File: config.mk
export PLATFORM = sky130hd
export DESIGN_NAME = rx_edge_bit_sampler
export DESIGN_NICKNAME = d
export VERILOG_FILES = /design/src/rtl/rx_edge_bit_sampler.sv
export SDC_FILE = /design/constraint.sdc
export NUM_CORES = 1
export LEC_CHECK = 0
export CORE_MARGIN = 2
export CORE_UTILIZATION = 45
export DETAILED_ROUTE_END_ITERATION = 10
export HOLD_SLACK_MARGIN = 0.15
export PLACE_DENSITY = 0.66
export SLEW_MARGIN = 10
export SYNTH_ARGS = -nofsm -noshare
export SYNTH_HDL_FRONTEND = slang
export SYNTH_SLANG_ARGS = --single-unit
File: constraint.sdc
create_clock -name CLK -period 7.8 [get_ports CLK]
set_input_delay 1.17 -clock CLK [delete_from_list [all_inputs] [get_ports CLK]]
set_output_delay 1.17 -clock CLK [all_outputs]
set_load 0.02 [all_outputs]
File: src/rtl/rx_edge_bit_sampler.sv
// UART RX front end: line synchronizer, oversampling edge/bit counters and
// a three-point majority vote around each bit centre.
module rx_edge_bit_sampler #(
   parameter int unsigned SYNC_STAGES = 2,
   parameter int unsigned BIT_CNT_W   = 4
) (
   input  logic                 CLK,
   input  logic                 RST,
   input  logic                 RX_IN,
   input  logic                 cnt_en,
   input  logic [5:0]           Prescale,
   output logic [4:0]           edge_cnt,
   output logic [BIT_CNT_W-1:0] bit_cnt,
   output logic                 sampled_bit,
   output logic                 sample_valid,
   output logic                 cfg_err
);

   localparam int unsigned SYNC_N = (SYNC_STAGES < 2) ? 2 : SYNC_STAGES;
   localparam int unsigned PS_W   = 6;
   localparam int unsigned EC_W   = 5;

   logic [SYNC_N-1:0]    sync_q;
   logic                 en_q;
   logic [PS_W-1:0]      ps_q;
   logic [2:0]           vote_q;

   logic                 rx_s;
   logic                 en_rise;
   logic                 ps_legal;
   logic [PS_W-1:0]      ps_cap;
   logic [PS_W-1:0]      p_eff;
   logic [PS_W-1:0]      mid;
   logic [PS_W-1:0]      pos;
   logic [EC_W-1:0]      edge_d;
   logic [BIT_CNT_W-1:0] bit_d;
   logic [2:0]           vote_d;
   logic                 sb_d;
   logic                 sv_d;

   assign rx_s = sync_q[SYNC_N-1];

   // Next-state for counters and voter; the capture edge already uses the new ratio.
   always_comb begin
      en_rise  = cnt_en & ~en_q;
      ps_legal = (Prescale == 6'd8) || (Prescale == 6'd16) || (Prescale == 6'd32);
      ps_cap   = ps_legal ? Prescale : 6'd8;
      p_eff    = en_rise ? ps_cap : ps_q;
      mid      = p_eff >> 1;
      pos      = PS_W'(edge_cnt);

      edge_d   = '0;
      bit_d    = '0;
      vote_d   = vote_q;
      sb_d     = sampled_bit;
      sv_d     = 1'b0;

      if (cnt_en) begin
         if (pos == p_eff - 6'd1) begin
            edge_d = '0;
            bit_d  = bit_cnt + BIT_CNT_W'(1);
         end else begin
            edge_d = edge_cnt + EC_W'(1);
            bit_d  = bit_cnt;
         end
         if (pos == mid - 6'd2) vote_d[0] = rx_s;
         if (pos == mid - 6'd1) vote_d[1] = rx_s;
         if (pos == mid)        vote_d[2] = rx_s;
         if (pos == mid + 6'd1) begin
            sb_d = (vote_q[0] & vote_q[1]) | (vote_q[0] & vote_q[2]) |
                   (vote_q[1] & vote_q[2]);
            sv_d = 1'b1;
         end
      end
   end

   always_ff @(posedge CLK) begin
      if (!RST) begin
         sync_q       <= '1;
         en_q         <= 1'b0;
         ps_q         <= 6'd8;
         cfg_err      <= 1'b0;
         vote_q       <= '1;
         edge_cnt     <= '0;
         bit_cnt      <= '0;
         sampled_bit  <= 1'b1;
         sample_valid <= 1'b0;
      end else begin
         sync_q       <= {sync_q[SYNC_N-2:0], RX_IN};
         en_q         <= cnt_en;
         if (en_rise) begin
            ps_q    <= ps_cap;
            cfg_err <= ~ps_legal;
         end
         vote_q       <= vote_d;
         edge_cnt     <= edge_d;
         bit_cnt      <= bit_d;
         sampled_bit  <= sb_d;
         sample_valid <= sv_d;
      end
   end

endmodule

==> Word level (Yosys, flattened, before mapping) <==
Cells that the tools add are included.
W data, S select, Z words.
{ "classes": {"n_eq_ne": 8, "mux": 3, "n_reduce_logical": 8, "n_addsub": 6, "n_bitwise": 10} }
{ "ops": {"columns": ["cell", "count"], "rows": [
  ["$eq A5 B6 Y1", 4],
  ["$mux W6", 2],
  ["$reduce_and A2 Y1", 5],
  ["$add A5 B1 Y6 const B", 1],
  ["$eq A6 B4 Y1 const B", 1],
  ["$eq A6 B5 Y1 const B", 1],
  ["$eq A6 B6 Y1 const B", 1],
  ["$sub A5 B1 Y6 const B", 1],
  ["$sub A5 B2 Y6 const B", 1],
  ["$sub A6 B1 Y6 const B", 1],
  ["$add A5 B1 Y5 const B", 1],
  ["$eq A5 B5 Y1", 1],
  ["$add A4 B1 Y4 const B", 1],
  ["$and A1 B1 Y1", 4],
  ["$not A1 Y1", 4],
  ["$reduce_or A3 Y1", 1],
  ["$logic_or A1 B1 Y1", 2],
  ["$or A1 B1 Y1", 2],
  ["$mux W1", 1]
]} }
{ "totals": {"wordCells": 46, "output_inout_bits": 12, "reg_bits": 24} }

==> Longest topological paths before layout <==
{ "logic_depth": {"ltp_word": 8, "depth_mapped": 15, "mapped_depth_nobuf": 11} }

==> Worst setup path before layout <==
No wires, ideal clock.
{ "synth_path": {"path_kind": "input to register", "from": "in cnt_en", "to": "reg bit_cnt[0]", "required_ns": 7.728, "path_slack_ns": 4.056, "arrival_ns": 3.672, "stages": 14, "cell_sequence": "buf_2 -> nand2b_2 -> buf_6 -> buf_2 -> nand2_1 -> ha_1 -> clkbuf_1 -> inv_1 -> o311a_1 -> a31oi_1 -> o2111ai_1 -> o22a_1 -> or3_1 -> a21oi_1"} }
{ "synth_between": {"elab_chain_cells": 4, "elab_cells_between_ends": 5, "cone_classes": "add/sub (1); eq/ne (1); mux (1); bitwise (1); reduce/logical (1)"} }
{ "synth_rtl": {"columns": ["element", "line_no", "text"], "rows": [
  ["from (decl)", "10", "input logic cnt_en,"],
  ["$and A1 B1 Y1", "45", "en_rise = cnt_en & ~en_q;"],
  ["$mux W6", null, null],
  ["$sub A6 B1 Y6", "59", "if (pos == p_eff - 6'd1) begin"],
  ["$eq A5 B6 Y1", "59", null],
  ["to (signal assigned)", "97", "bit_cnt <= bit_d;"],
  ["to (decl)", "13", "output logic [BIT_CNT_W-1:0] bit_cnt,"]
]} }
Several ways; a longest one is shown, not always the timed one.
A chain may end at the register's enable or synchronous reset.

==> Worst setup path after layout <==
Ends and elaborated chain as after synthesis.

==> results.txt <==
- First DRT Iteration DRCs: 150
* Buf+Inv Stages, Crit Path: 2
- Final setup violation count: 0
* Post-CTS setup buffers: 0
- Highest-utilization routing layer at the global route stage: met2
- Sink Count: 24
* Dominant combinational cell family by area after synthesis: simple AND/OR/NAND/NOR gates
* Cts repair resizes: 0
* Outcome: completed
* Aggregate routed wire length: just under 5000 um
* Peak VDD IR: about 91 uV
- Yosys mapped a number of flops with a built-in enable equal to 0.
- For this design the top-level I/O count stands at 22.
- Gate count after technology mapping: roughly 240
- The die is 70.0 um wide.
- Fraction of the mapped netlist area in adder cells: 0.0319
* Overall die height: about 70 um
- Final Hold Violating Endpoints: 0
- The floorplan has 24 rows.
* Yosys top cell area share: 0.245
* TritonCTS clock tree: done
- Number of register bits inferred by synthesis: 24
- The first global-routing pass estimated 8330 um of wire.
- For this run, global-route usage on met1 was measured as 0.296.
* Core region area: between 0.004 and 0.005 mm^2
* Maximum number of pins on one net before global-route repair: 24
- Port buffering added 21 buffers.
- Across the run, the number of max-cap violations was 0.
- By area the synthesized netlist is led by sky130_fd_sc_hd__dfxtp_1 (24%), sky130_fd_sc_hd__xnor2_1 (4.9%), sky130_fd_sc_hd__mux2i_1 (4.6%), sky130_fd_sc_hd__xor2_1 (3.6%), sky130_fd_sc_hd__ha_1 (3.2%).
* Initial cell density of the core: 0.460
* M3 GR Usage: 0.0274
- The pre-antenna-repair detailed-routing pass consisted of 4 iterations.
- Simple-gate portion of the synthesized area: 0.300
- Via count of the first global-routing pass: 1653
- Post-detailed-route count of antenna-violating nets: 0
- The tree is rooted in a sky130_fd_sc_hd__clkbuf_8.
- Required time reported for the critical path endpoint: 8.00 ns
* Sequential cell area fraction in the yosys report: 0.245
- Leakage power total: between 0.0008 and 0.0009 uW
- At the end of the flow, the number of nets in the layout was 259.
- Between clock sinks in the finished design, the worst skew comes to 0.0100 ns.
- After layout, the minimum clock period comes to about 4.2 ns.
* Inserted Diodes: 0
- Share of synthesized registers carrying an async set or reset: 0
* Highest fanout seen on the critical path: 23
- After detailed routing, the average wire length per cell comes to between 15 and 20 um.
- Overall fraction of global-route tracks in use: 0.208
- Timing analysis after detailed placement gives a worst setup slack of 3.39 ns.
- The total overflow left after global routing is 0.
- Kind of end point of the critical path: flop
- Dpl cells: 291
- The number of different library cells used by synthesis comes to 67.
- Fraction of synthesized area in multiplexers: 0.0517
* Global-route met2 utilization: 0.330
- Leaving out fill and tap cells, the most frequent cell in the layout is sky130_fd_sc_hd__dfxtp_1.
- Of the cells placed in the final design, the portion with a size suffix greater than 1 is 0.0988.
* Maximum count of clock buffers along a single path: 2
* Layout filler cell count: 413
- The die covers 0.00490 mm^2.
* Kind of cell adding the most delay to the critical path: simple AND/OR/NAND/NOR gates
- CTS clk-pin slew, worst paths: 0.09 ns
* Routability congestion estimate: 0.873
- Clock insertion delay at the later pin of the skew report: 0.27 ns
- Crit path max-delay cell type: sky130_fd_sc_hd__clkdlybuf4s50_1
- Pwr/cell area: 122 mW/mm^2
- Post-synthesis to final-layout area growth: 12.8%
- Cell type contributing the most total cell area after synthesis: sky130_fd_sc_hd__dfxtp_1
* Final-report max-slew violation count: 0
- The signal on the critical path passes through clkdlybuf4s50_1 > nand2b_2 > nand2_1 > ha_1 > inv_1 > o311a_1 > a31oi_1 > o2111ai_1 > o22a_1 > or3_1 > a21oi_1.
- The mapped netlist covers 0.00196 mm^2.
* Number of design rule violations left after detail routing: 0
- Worst EP arrival: approximately 4.4 ns
* Final total power: 269 uW
- Clock buffer count from CTS: 3
* Xor-xnor portion of the synthesized cell area: 0.113
* Leading cell types in the layout, fill and taps excluded: sky130_fd_sc_hd__dfxtp_1 (24), sky130_fd_sc_hd__clkdlybuf4s50_1 (21), sky130_fd_sc_hd__nand2_1 (14), sky130_fd_sc_hd__nor2_1 (11), sky130_fd_sc_hd__xnor2_1 (11)
- For this run, the slowest stage of the critical path takes 0.64 ns.
- Setup slack on the critical path of the routed design comes to 3.60 ns.
- Unrepaired setup endpoints after global routing: false
- Number of antenna violations at the first check in global routing: 0
- Yosys printed 0 warnings.
- After routing, the total negative slack on setup checks comes to 0 ns.
* Post-CTS Hold Fix Bufs: 0
* F_max: 0.238 GHz
- Leading register cell type out of synthesis: sky130_fd_sc_hd__dfxtp_1
* Measured slew at the worst slew-check pin: approximately 0.71 ns
- Non-filler cells, final: 295
* Number of levels the H-tree was split into: 1
- Startpoint types: primary input
- Measured against its own limit, the worst slew margin works out to 0.525.
- Synthesized net count: 250
- Summed over all nets, the half-perimeter wirelength after detailed placement is 3470 um.
* Total vias in the final route: around 1800
- In this run the worst hold path is classified as flop to flop.
- The area fraction in compound gates after synthesis came to 0.191.
- Routed vias/inst: 5.97
- The average instance in the mapped netlist occupies roughly 8.3 um^2.
- Post-route fraction of the period consumed by the critical path: 0.538
* Path type of the worst setup path: primary input to flop
final timing paths:
| kind | startpoint | end | slack, ns | cells after the start |
|---|---|---|---|---|
| hold / removal | sync_q[0] | sync_q[1] | 0.42 | 1 |
| setup reg to reg | en_q | bit_cnt[0] | 4.64 | 10 |
| setup / recovery | cnt_en | bit_cnt[0] | 3.60 | 11 |
| hold reg to reg | sync_q[0] | sync_q[1] | 0.42 | 1 |
kinds of logic (layout without fill, tap and decap cells):
group | Yosys count | after routing
AND/OR/NAND/NOR | 96 | 96
flip-flops | 24 | 24
multiplexers | 10 | 10
adder cells (fa/ha/maj) | 5 | 5
buffers and inverters | 27 | 35
AO/OA/AOI/OAI | 51 | 51
XOR/XNOR | 22 | 22
state kept, by name (all words and copies together), names as in the netlist:
| register | count |
|---|---|
| bit_cnt | 4 |
| cfg_err | 1 |
| edge_cnt | 5 |
| en_q | 1 |
| ps_q | 6 |
| sample_valid | 1 |
| sampled_bit | 1 |
| sync_q | 2 |
| vote_q | 3 |
report_power, final:
| group | total [uW] | switching, uW | internal [uW] | leakage, uW |
|---|---|---|---|---|
| clock network | 110 | 41.8 | 68.6 | 0.0000357 |
| logic | 31.5 | 18.0 | 13.6 | 0.000612 |
| registers | 128 | 3.31 | 124 | 0.000195 |
area by class of cell:
class                   instances  area, um^2  share of cell area
multi-input cells             184        1350               0.609
clock inverters                 1        30.0              0.0136
inverters                      10        37.5              0.0170
repair buffers                 21         210              0.0950
clock buffers                   3        41.3              0.0187
well taps                      52        65.1              0.0294
flip-flops and latches         24         480               0.217
per-stage QoR:
| stage | cell area [um^2] | hold slack, ns | utilization |
|---|---|---|---|
| floorplan | 1960 | 0.386 | - |
| global placement | 2140 | 0.390 | 0.502 |
| detailed placement | 2140 | 0.400 | 0.502 |
| CTS | 2210 | 0.422 | 0.519 |
| global route | 2210 | 0.431 | 0.519 |
| finish | 2210 | 0.415 | 0.519 |
cell usage after synthesis (2+ instances only):
master                     instances
sky130_fd_sc_hd__nor2_1           11
sky130_fd_sc_hd__nor4_2            2
sky130_fd_sc_hd__nor2b_1           5
sky130_fd_sc_hd__xor2_1            8
sky130_fd_sc_hd__and4_1            2
sky130_fd_sc_hd__nor3b_1           3
sky130_fd_sc_hd__o21ai_0           9
sky130_fd_sc_hd__xnor2_2           2
sky130_fd_sc_hd__nand4_1           6
sky130_fd_sc_hd__clkbuf_1          8
sky130_fd_sc_hd__nand2_1          14
sky130_fd_sc_hd__mux2i_1           9
sky130_fd_sc_hd__inv_1             9
sky130_fd_sc_hd__o211ai_1          5
sky130_fd_sc_hd__a21oi_1           9
sky130_fd_sc_hd__nor3_1           10
sky130_fd_sc_hd__and2_1            3
sky130_fd_sc_hd__a211oi_1          2
sky130_fd_sc_hd__nor2_2            2
sky130_fd_sc_hd__buf_6             3
sky130_fd_sc_hd__dfxtp_1          24
sky130_fd_sc_hd__nand2b_1          5
sky130_fd_sc_hd__nand3_1           9
sky130_fd_sc_hd__o31ai_1           3
sky130_fd_sc_hd__buf_2             3
sky130_fd_sc_hd__o311ai_0          2
sky130_fd_sc_hd__xnor2_1          11
sky130_fd_sc_hd__and3_1            7
sky130_fd_sc_hd__a31oi_1           3
sky130_fd_sc_hd__ha_1              5
sky130_fd_sc_hd__or3_1             3
sky130_fd_sc_hd__nor4_1            2
sky130_fd_sc_hd__o311a_1           2
metal layers:
metal | vias to the layer above | routed length [um] | share of wire
met4 | 0 | 71 | 0.015
met3 | 8 | 180 | 0.037
met5 | - | 0 | 0
met2 | 35 | 2170 | 0.45
met1 | 833 | 2400 | 0.50
li1 | 885 | - | -
worst reg2reg max path: stages (launching register included):
cell and delay, ns:
sky130_fd_sc_hd__dfxtp_1 0.40, sky130_fd_sc_hd__nand2b_2 0.47, sky130_fd_sc_hd__nand2_1 0.32, sky130_fd_sc_hd__ha_1 0.36
sky130_fd_sc_hd__inv_1 0.14, sky130_fd_sc_hd__o311a_1 0.34, sky130_fd_sc_hd__a31oi_1 0.14, sky130_fd_sc_hd__o2111ai_1 0.14
sky130_fd_sc_hd__o22a_1 0.27, sky130_fd_sc_hd__or3_1 0.35, sky130_fd_sc_hd__a21oi_1 0.14
Power figures use the tool's default switching activity.
